===== src/rtl/config_loader.sv =====
// Byte-stream config loader: assembles DATA_W/8 bytes MSB-first, writes the config register once, then checks the read-back.
// Optional build macro CFG_LOADER_TIMEOUT_EN drops a partial word after TIMEOUT_CYCLES idle cycles.
`timescale 1ns/1ps

module config_loader #(
  parameter int DATA_W         = 32,
  parameter int ERR_CNT_W      = 8,
  parameter int TIMEOUT_CYCLES = 255
) (
  input  logic                 clk,
  input  logic                 rst,
  input  logic [7:0]           byte_in,
  input  logic                 byte_valid,
  output logic                 byte_ready,
  output logic                 cfg_wen,
  output logic [DATA_W-1:0]    cfg_data,
  input  logic [DATA_W-1:0]    cfg_rdata,
  output logic                 busy,
  output logic                 done,
  output logic                 ok,
  output logic [ERR_CNT_W-1:0] err_cnt
);

  localparam int NBYTES = DATA_W / 8;
  localparam int IdxW   = (NBYTES > 1) ? $clog2(NBYTES) : 1;
  localparam logic [IdxW-1:0] LastIdx = IdxW'(NBYTES - 1);

  if ((DATA_W % 8) != 0 || DATA_W < 8 || TIMEOUT_CYCLES < 1) begin : g_bad_params
    $error("config_loader: DATA_W must be a positive multiple of 8 and TIMEOUT_CYCLES >= 1");
  end

  typedef enum logic [1:0] {
    Collect,
    Write,
    Check
  } state_t;

  state_t                 state_q;
  logic [IdxW-1:0]        byteIdx_q;
  logic [DATA_W-1:0]      word_q;
  logic [DATA_W-1:0]      word_d;
  logic [DATA_W-1:0]      cfgData_q;
  logic                   byteReady_q;
  logic                   cfgWen_q;
  logic                   busy_q;
  logic                   done_q;
  logic                   ok_q;
  logic [ERR_CNT_W-1:0]   errCnt_q;
  logic                   accept;

`ifdef CFG_LOADER_TIMEOUT_EN
  localparam int ToW = $clog2(TIMEOUT_CYCLES + 1);
  localparam logic [ToW-1:0] IdleLast = ToW'(TIMEOUT_CYCLES - 1);
  logic [ToW-1:0] idle_q;
`endif

  function automatic logic [ERR_CNT_W-1:0] satInc(input logic [ERR_CNT_W-1:0] v);
    return (v == '1) ? v : v + 1'b1;
  endfunction

  // byteReady_q is high exactly while in Collect, so it doubles as the accept qualifier
  assign accept = byte_valid && byteReady_q;
  assign word_d = (word_q << 8) | DATA_W'(byte_in);

  always_ff @(posedge clk or negedge rst) begin
    if (!rst) begin
      state_q     <= Collect;
      byteIdx_q   <= '0;
      word_q      <= '0;
      cfgData_q   <= '0;
      byteReady_q <= 1'b1;
      cfgWen_q    <= 1'b0;
      busy_q      <= 1'b0;
      done_q      <= 1'b0;
      ok_q        <= 1'b0;
      errCnt_q    <= '0;
`ifdef CFG_LOADER_TIMEOUT_EN
      idle_q      <= '0;
`endif
    end else begin
      cfgWen_q <= 1'b0;
      done_q   <= 1'b0;
      case (state_q)
        Collect: begin
          if (accept) begin
            word_q <= word_d;
`ifdef CFG_LOADER_TIMEOUT_EN
            idle_q <= '0;
`endif
            if (byteIdx_q == LastIdx) begin
              byteIdx_q   <= '0;
              cfgData_q   <= word_d;
              cfgWen_q    <= 1'b1;
              byteReady_q <= 1'b0;
              busy_q      <= 1'b1;
              state_q     <= Write;
            end else begin
              byteIdx_q <= byteIdx_q + 1'b1;
            end
          end
`ifdef CFG_LOADER_TIMEOUT_EN
          else if (byteIdx_q != '0) begin
            // abandoned partial word: report it like a rejected write, without touching the register
            if (idle_q == IdleLast) begin
              idle_q    <= '0;
              byteIdx_q <= '0;
              word_q    <= '0;
              done_q    <= 1'b1;
              ok_q      <= 1'b0;
              errCnt_q  <= satInc(errCnt_q);
            end else begin
              idle_q <= idle_q + 1'b1;
            end
          end
`endif
        end
        Write: begin
          state_q <= Check;
        end
        Check: begin
          ok_q        <= (cfg_rdata == cfgData_q);
          done_q      <= 1'b1;
          if (cfg_rdata != cfgData_q) begin
            errCnt_q <= satInc(errCnt_q);
          end
          byteReady_q <= 1'b1;
          busy_q      <= 1'b0;
          state_q     <= Collect;
        end
        default: begin
          state_q <= Collect;
        end
      endcase
    end
  end

  assign byte_ready = byteReady_q;
  assign cfg_wen    = cfgWen_q;
  assign cfg_data   = cfgData_q;
  assign busy       = busy_q;
  assign done       = done_q;
  assign ok         = ok_q;
  assign err_cnt    = errCnt_q;

endmodule


===== config.mk =====
export PLATFORM = sky130hd
export DESIGN_NAME = config_loader
export DESIGN_NICKNAME = d
export VERILOG_FILES = /design/src/rtl/config_loader.sv
export SDC_FILE = /design/constraint.sdc
export NUM_CORES = 1
export LEC_CHECK = 0
export ABC_CLOCK_PERIOD_IN_PS = 4330
export CORE_ASPECT_RATIO = 1.25
export CORE_MARGIN = 3
export CORE_UTILIZATION = 32
export DETAILED_ROUTE_END_ITERATION = 6
export PLACE_DENSITY = 0.58
export SLEW_MARGIN = 20
export SYNTH_ARGS = -nofsm -noshare
export SYNTH_HDL_FRONTEND = slang
export SYNTH_SLANG_ARGS = --single-unit

===== constraint.sdc =====
create_clock -name clk -period 4.33 [get_ports clk]
set_clock_uncertainty 0.15 [all_clocks]
set_input_delay 0.433 -clock clk [delete_from_list [all_inputs] [get_ports clk]]
set_output_delay 0.433 -clock clk [all_outputs]
set_load 0.02 [all_outputs]

==> results of run 1 <==
[power by group through the flow]
stage / logic [mW] / registers, mW / clock network [mW]
after floorplan: 0.517 / 1.40 / 0
after global placement: 1.20 / 1.26 / 0
after detailed placement: 1.21 / 1.27 / 0
after CTS: 1.21 / 1.26 / 0.856
after global routing: 1.29 / 1.30 / 0.885
final: 1.19 / 1.25 / 0.831
[cell families after synthesis]
kind of cell | share of synthesized area
DFF | 0.573
muxes | 0.209
xor gates and xnor gates | 0.107
and+or+nand+nor | 0.0753
buffers and inverters | 0.0165
AOI/OAI and AO/OA | 0.0110
adders and majority gates | 0.00784
[final timing paths]
kind	from	to	slack (ps)	cells past startpoint
max in group asynchronous	rst	byteIdx_q[0]$_DFFE_PN0P_	3350	1
min in group clk	word_q[16]$_DFFE_PN0P_	cfg_data[24]$_DFFE_PN0P_	340	1
worst max register to register	byte_ready$_DFFE_PN1P_	cfg_data[10]$_DFFE_PN0P_	2270	4
worst min-delay path	rst	cfg_data[15]$_DFFE_PN0P_	90	1
worst min register to register	word_q[16]$_DFFE_PN0P_	cfg_data[24]$_DFFE_PN0P_	340	1
worst max-delay path	cfg_rdata[16]	err_cnt[1]$_DFFE_PN0P_	2200	6
[routing by layer]
metal / share of wire / vias to the layer above
met5: 0 / -
li1: - / 960
met4: 0.0075 / 0
met3: 0.030 / 2
met1: 0.44 / 1012
met2: 0.53 / 35
[per-stage QoR]
step / setup WS [ps] / instance area (um2) / hold slack, ps / instances
finish: 2200 / 4530 / 85.7 / 442
global route: 2080 / 4530 / 152 / 442
CTS: 2120 / 4530 / 128 / 442
detailed placement: 1790 / 4180 / 336 / 426
global placement: 1800 / 4180 / 323 / 426
floorplan: 2340 / 3190 / -12.6 / 217
[placed cells by master, fill, tap and decap left out]
cell | synthesis | final
buf_4 | 0 | 3
clkinv_2 | 0 | 1
inv_1 | 1 | 1
ha_1 | 2 | 2
a31o_1 | 1 | 1
xnor2_1 | 38 | 38
dfrtp_1 | 72 | 72
nand2_1 | 7 | 7
nor4b_4 | 1 | 1
nor2b_1 | 1 | 1
nor3_4 | 1 | 1
nand4_1 | 12 | 12
a21oi_1 | 1 | 1
nand2b_1 | 1 | 1
nor2_1 | 3 | 3
mux2_1 | 3 | 3
nor4_4 | 2 | 2
dfstp_2 | 1 | 1
clkinvlp_4 | 0 | 2
nor4b_1 | 1 | 1
clkdlybuf4s50_1 | 0 | 86
and3_1 | 3 | 3
o21ai_0 | 1 | 1
nand3_1 | 1 | 1
xor2_1 | 1 | 1
mux2_2 | 55 | 55
clkbuf_16 | 0 | 9
mux2_4 | 1 | 1
a21oi_4 | 1 | 1
clkinv_4 | 0 | 1
bufinv_16 | 0 | 3
[layout make-up]
cell class                      count  area share
Sequential cell                    73       0.404
Multi-Input combinational cell    137       0.289
Timing Repair Buffer               89       0.195
Clock buffer                        9      0.0498
Tap cell                          126      0.0348
Clock inverter                      7      0.0263
Inverter                            1    0.000829
[registers in the layout, summed over array words and instances, names as in the netlist]
name        flops
cfg_data       32
word_q         24
err_cnt         8
byteIdx_q       2
state_q         2
busy            1
byte_ready      1
cfg_wen         1
done            1
ok              1
[worst max-delay path, stage by stage]
cell and delay, ps:
clkdlybuf4s50_1 480, xnor2_1 120, nand4_1 220, nor4_4 450, a21oi_4 150, mux2_4 320
==> run_results.csv, run 1 <==
group,metric,value,unit
outcome,status,"finished clean",
pwr,power,3.27,mW
finish,final_util,0.469,
finish,ff_latch_area,1830,um2
grt,track_usage,0.127,
routing,drc,0,
timing,tns,0,ps
logic_synthesis,ys_types,26,
logic_synthesis,ys.flop_type,"dfrtp_1",
finish,multi_input_area,1310,um2
hold_path,min_path_type,"in -> async",
setup_path,cp_data_arrival_time,2180,ps
timing,fmax,469,MHz
grt,grt_util_met3,0.0307,
logic_synthesis,synth_top_area_frac,0.565,
routing,viasPerCell,4.55,
grt,first_global_vias,2137,
pwr,pwr-share-seq,0.382,
pwr,leakage,1.84,nW
floorplanning,io_pins,88,
clock_network,post_cts_buffers,0,
grt,grt_overflow,0,
floorplanning,dieArea,11200,um2
logic_synthesis,ys_seq_elements,73,
routing,vias,2009,
grt,gr-usage-met2,0.209,
grt,grt_pass1_wl,11000,um
pwr,p_comb_frac,0.365,
logic_synthesis,netlist_area,3190,um2
finish,final_layout_size_suffix_gt1_frac,0.256,
logic_synthesis,synth_most_common_cell,"dfrtp_1",
floorplanning,die_h,118,um
timing,min_period,2130,ps
floorplanning,start_util,0.330,
timing,finalHoldViolCount,0,
finish,diodes,0,
finish,area_growth,41.9,%
logic_synthesis,ys_seq_area_frac,0.573,
pwr,powerDensity,723,nW/um2
setup_path,path_max_fanout,8,
placed_design,gp_congestion,0.730,
grt,top_usage_layer,"met2",
clock_network,cts_buffers,9,
setup_path,crit_type,"in -> reg",
routing,wl_per_cell,14.7,um
placed_design,port_buffers,87,
routing,drtAntennaViolNets,0,
grt,antenna_found_initial,0,
pwr,switching_share,0.316,
timing,finalMaxSlewViolations,0,
grt,grt_use_met1,0.163,
routing,wl,6490,um
logic_synthesis,synth-edff-count,0,
clock_network,cts_resized,0,
timing,setup_viol,0,
logic_synthesis,yosysTopAreaCell,"dfrtp_1",
pwr,power.switching,1.03,mW
floorplanning,fp.dieW,95.3,um
logic_synthesis,async_flop_share,1.00,
floorplanning,std_cell_rows,40,
clock_network,clk_latency,320,ps
timing,slew_headroom,0.400,
timing,finalCritPeriodShare,0.492,
logic_synthesis,synthCells,217,
setup_path,cp.required,4380,ps
logic_synthesis,syn-num-nets,262,
logic_synthesis,synth_area_leaders,"dfrtp_1, mux2_2, xnor2_1",
timing,tightest_slew,900,ps
clock_network,clk_pin_slew,60,ps
pwr,ir_worst_vdd,352,uV
routing,first_pass_iters,4,
finish,num-nets-final,356,
grt,grt_max_degree,74,
clock_network,hold_buffers,0,
run,maxCapViolCount,0,
setup_path,crit_path_end_kind,"register",
clock_network,cts_root_buf,"clkbuf_16",
finish,fillers,873,
floorplanning,core_area,9660,um2
pwr,p_int,2.24,mW
routing,drt_iter0_markers,74,
setup_path,crit_path_start_kind,"primary input",
timing,rsz0062_at_grt,"false",
logic_synthesis,yosys-top-cells-count,"dfrtp_1, mux2_2, xnor2_1",
clock_network,cts.path.max_buffers,2,
clock_network,cts_tree,"built",
placed_design,dp_hpwl,4730,um
clock_network,h-tree-depth,3,
clock_network,clock-sinks,73,
pwr,clkPwrFrac,0.254,
logic_synthesis,postSynthAreaPerCell,14.7,um2
logic_synthesis,synth_warnings,0,
Power figures use the tool's default switching activity.
==> inputs of run 2 (changes only) <==
--- a/config.mk
+++ b/config.mk
@@ -5,7 +5,7 @@
 export SDC_FILE = /design/constraint.sdc
 export NUM_CORES = 1
 export LEC_CHECK = 0
-export ABC_CLOCK_PERIOD_IN_PS = 4330
+export ABC_CLOCK_PERIOD_IN_PS = 2200
 export CORE_ASPECT_RATIO = 1.25
 export CORE_MARGIN = 3
 export CORE_UTILIZATION = 32
==> constraint.sdc (replaced) <==
create_clock -name clk -period 2.2 [get_ports clk]
set_clock_uncertainty 0.15 [all_clocks]
set_input_delay 0.22 -clock clk [delete_from_list [all_inputs] [get_ports clk]]
set_output_delay 0.22 -clock clk [all_outputs]
set_load 0.02 [all_outputs]
==> run 2 against run 1 <==
Compared with the run above: sequential share of layout area fell by 0.74 points; clock power rose by 110%; register-to-register slack got worse by 2100 ps; non-clock buffer count rose by 4; hold slack improved by 200 ps; via count rose by 1.6%; cell count rose by 0.90%; largest cell class unchanged.
==> run_results.csv, run 2 (synthesized netlist as in run 1, its figures left out) <==
group,metric,value,unit
finish,final_util,0.477,
setup_path,critPathBufInv,0,
routing,wl,6650,um
outcome,status,"finished clean",
timing,tightest_slew,613,ps
setup_path,path_cells,"xnor2_1, nand4_1, nor4_4, a21oi_4, mux2_4",
placed_design,pre_cts_slack,-122,ps
clock_network,cts_buffers,9,
timing,fin_ws,154,ps
grt,grt_overflow,0,
pwr,leakage,1.88,nW
timing,rsz0062_at_grt,"false",
clock_network,clock-sinks,73,
grt,first_global_vias,2153,
clock_network,cts_tree,"built",
clock_network,hold_buffers,1,
routing,first_pass_iters,4,
floorplanning,dieArea,11200,um2
routing,vias,2042,
finish,final_layout_size_suffix_gt1_frac,0.259,
setup_path,cp_data_arrival_time,2100,ps
finish,final_common_cell,"clkdlybuf4s50_1",
clock_network,cts.path.max_buffers,2,
grt,antenna_found_initial,0,
placed_design,port_buffers,87,
timing,finalCritPeriodShare,0.930,
finish,diodes,0,
floorplanning,start_util,0.330,
timing,setup_viol,0,
finish,ff_latch_area,1830,um2
pwr,ir_worst_vdd,639,uV
placed_design,gp_congestion,0.789,
setup_path,crit_path_start_kind,"register",
clock_network,post_cts_buffers,0,
clock_network,clk_pin_slew,60,ps
timing,fmax,489,MHz
floorplanning,fp.dieW,95.3,um
setup_path,cp.required,2260,ps
grt,grt_max_degree,48,
timing,finalHoldViolCount,0,
setup_path,crit_path_end_kind,"register",
placed_design,placed_area,4240,um2
floorplanning,core_area,9660,um2
setup_path,slowest_stage,"nor4_4",
routing,drt_iter0_markers,57,
pwr,powerDensity,1430,nW/um2
placed_design,dp_hpwl,4920,um
clock_network,clk_latency,330,ps
routing,drtAntennaViolNets,0,
finish,final_cell_mix,"clkdlybuf4s50_1, dfrtp_1, mux2_2",
setup_path,crit_type,"reg -> reg",
setup_path,path_max_fanout,8,
clock_network,cts_root_buf,"clkbuf_16",
grt,track_usage,0.132,
clock_network,cts_resized,0,
routing,viasPerCell,4.58,
finish,fillers,858,
finish,area_growth,44.5,%
timing,slew_headroom,0.591,
finish,num-nets-final,360,
finish,finalInstanceArea,4610,um2
floorplanning,die_h,118,um
finish,multi_input_area,1310,um2
finish,largest_register_ffs,32,
floorplanning,io_pins,88,
routing,drc,0,
setup_path,slowest_delay,460,ps
clock_network,h-tree-depth,3,
run,maxCapViolCount,0,
setup_path,crit_family,"simple AND/OR/NAND/NOR gates",
floorplanning,std_cell_rows,40,
timing,min_period,2050,ps
hold_path,min_path_type,"in -> async",
timing,finalMaxSlewViolations,0,
grt,grt_pass1_wl,11300,um
routing,wl_per_cell,14.9,um
## run 2: final timing paths
kind                                           from                      end  slack [ps]  cells past startpoint
hold / removal                                  rst  cfg_data[4]$_DFFE_PN0P_         290                      2
setup reg to reg           cfg_data[27]$_DFFE_PN0P_   err_cnt[1]$_DFFE_PN0P_         150                      5
min in group clk                     ok$_DFFE_PN0P_           ok$_DFFE_PN0P_         330                      2
hold reg to reg                      ok$_DFFE_PN0P_           ok$_DFFE_PN0P_         330                      2
setup / recovery           cfg_data[27]$_DFFE_PN0P_   err_cnt[1]$_DFFE_PN0P_         150                      5
max in group asynchronous                       rst   err_cnt[1]$_DFFE_PN0P_        1050                      3
## run 2: layout make-up
type / count / share of cell area
Clock buffer: 10 / 0.0496
Clock inverter: 6 / 0.0282
Inverter: 1 / 0.000814
Multi-Input combinational cell: 137 / 0.284
Sequential cell: 73 / 0.396
Tap cell: 126 / 0.0342
Timing Repair Buffer: 93 / 0.207
## run 2: where the power goes
group	internal, mW	switching [mW]	leakage (nW)
logic	1.39	0.992	0.805
registers	1.94	0.514	0.899
clock network	1.22	0.529	0.176
## run 2: metal layers
| layer | part of all wire | GRT usage | vias to the layer above |
|---|---|---|---|
| met5 | 0 | 0 | - |
| met4 | 0.021 | 0.0650 | 0 |
| met3 | 0.034 | 0.0205 | 11 |
| met2 | 0.53 | 0.216 | 44 |
| met1 | 0.42 | 0.166 | 1021 |
| li1 | - | - | 966 |
## run 2: metrics by stage
stage          hold slack (ps)  total power [mW]  TNS (ps)  cells
2_1_floorplan             -226              3.78         0    217
6_report                   290              6.59         0    446
3_3_place_gp               127              4.87      -213    429
3_5_place_dp               128              4.92      -208    429
5_1_grt                    349              6.99         0    446
4_1_cts                    313              6.70         0    446
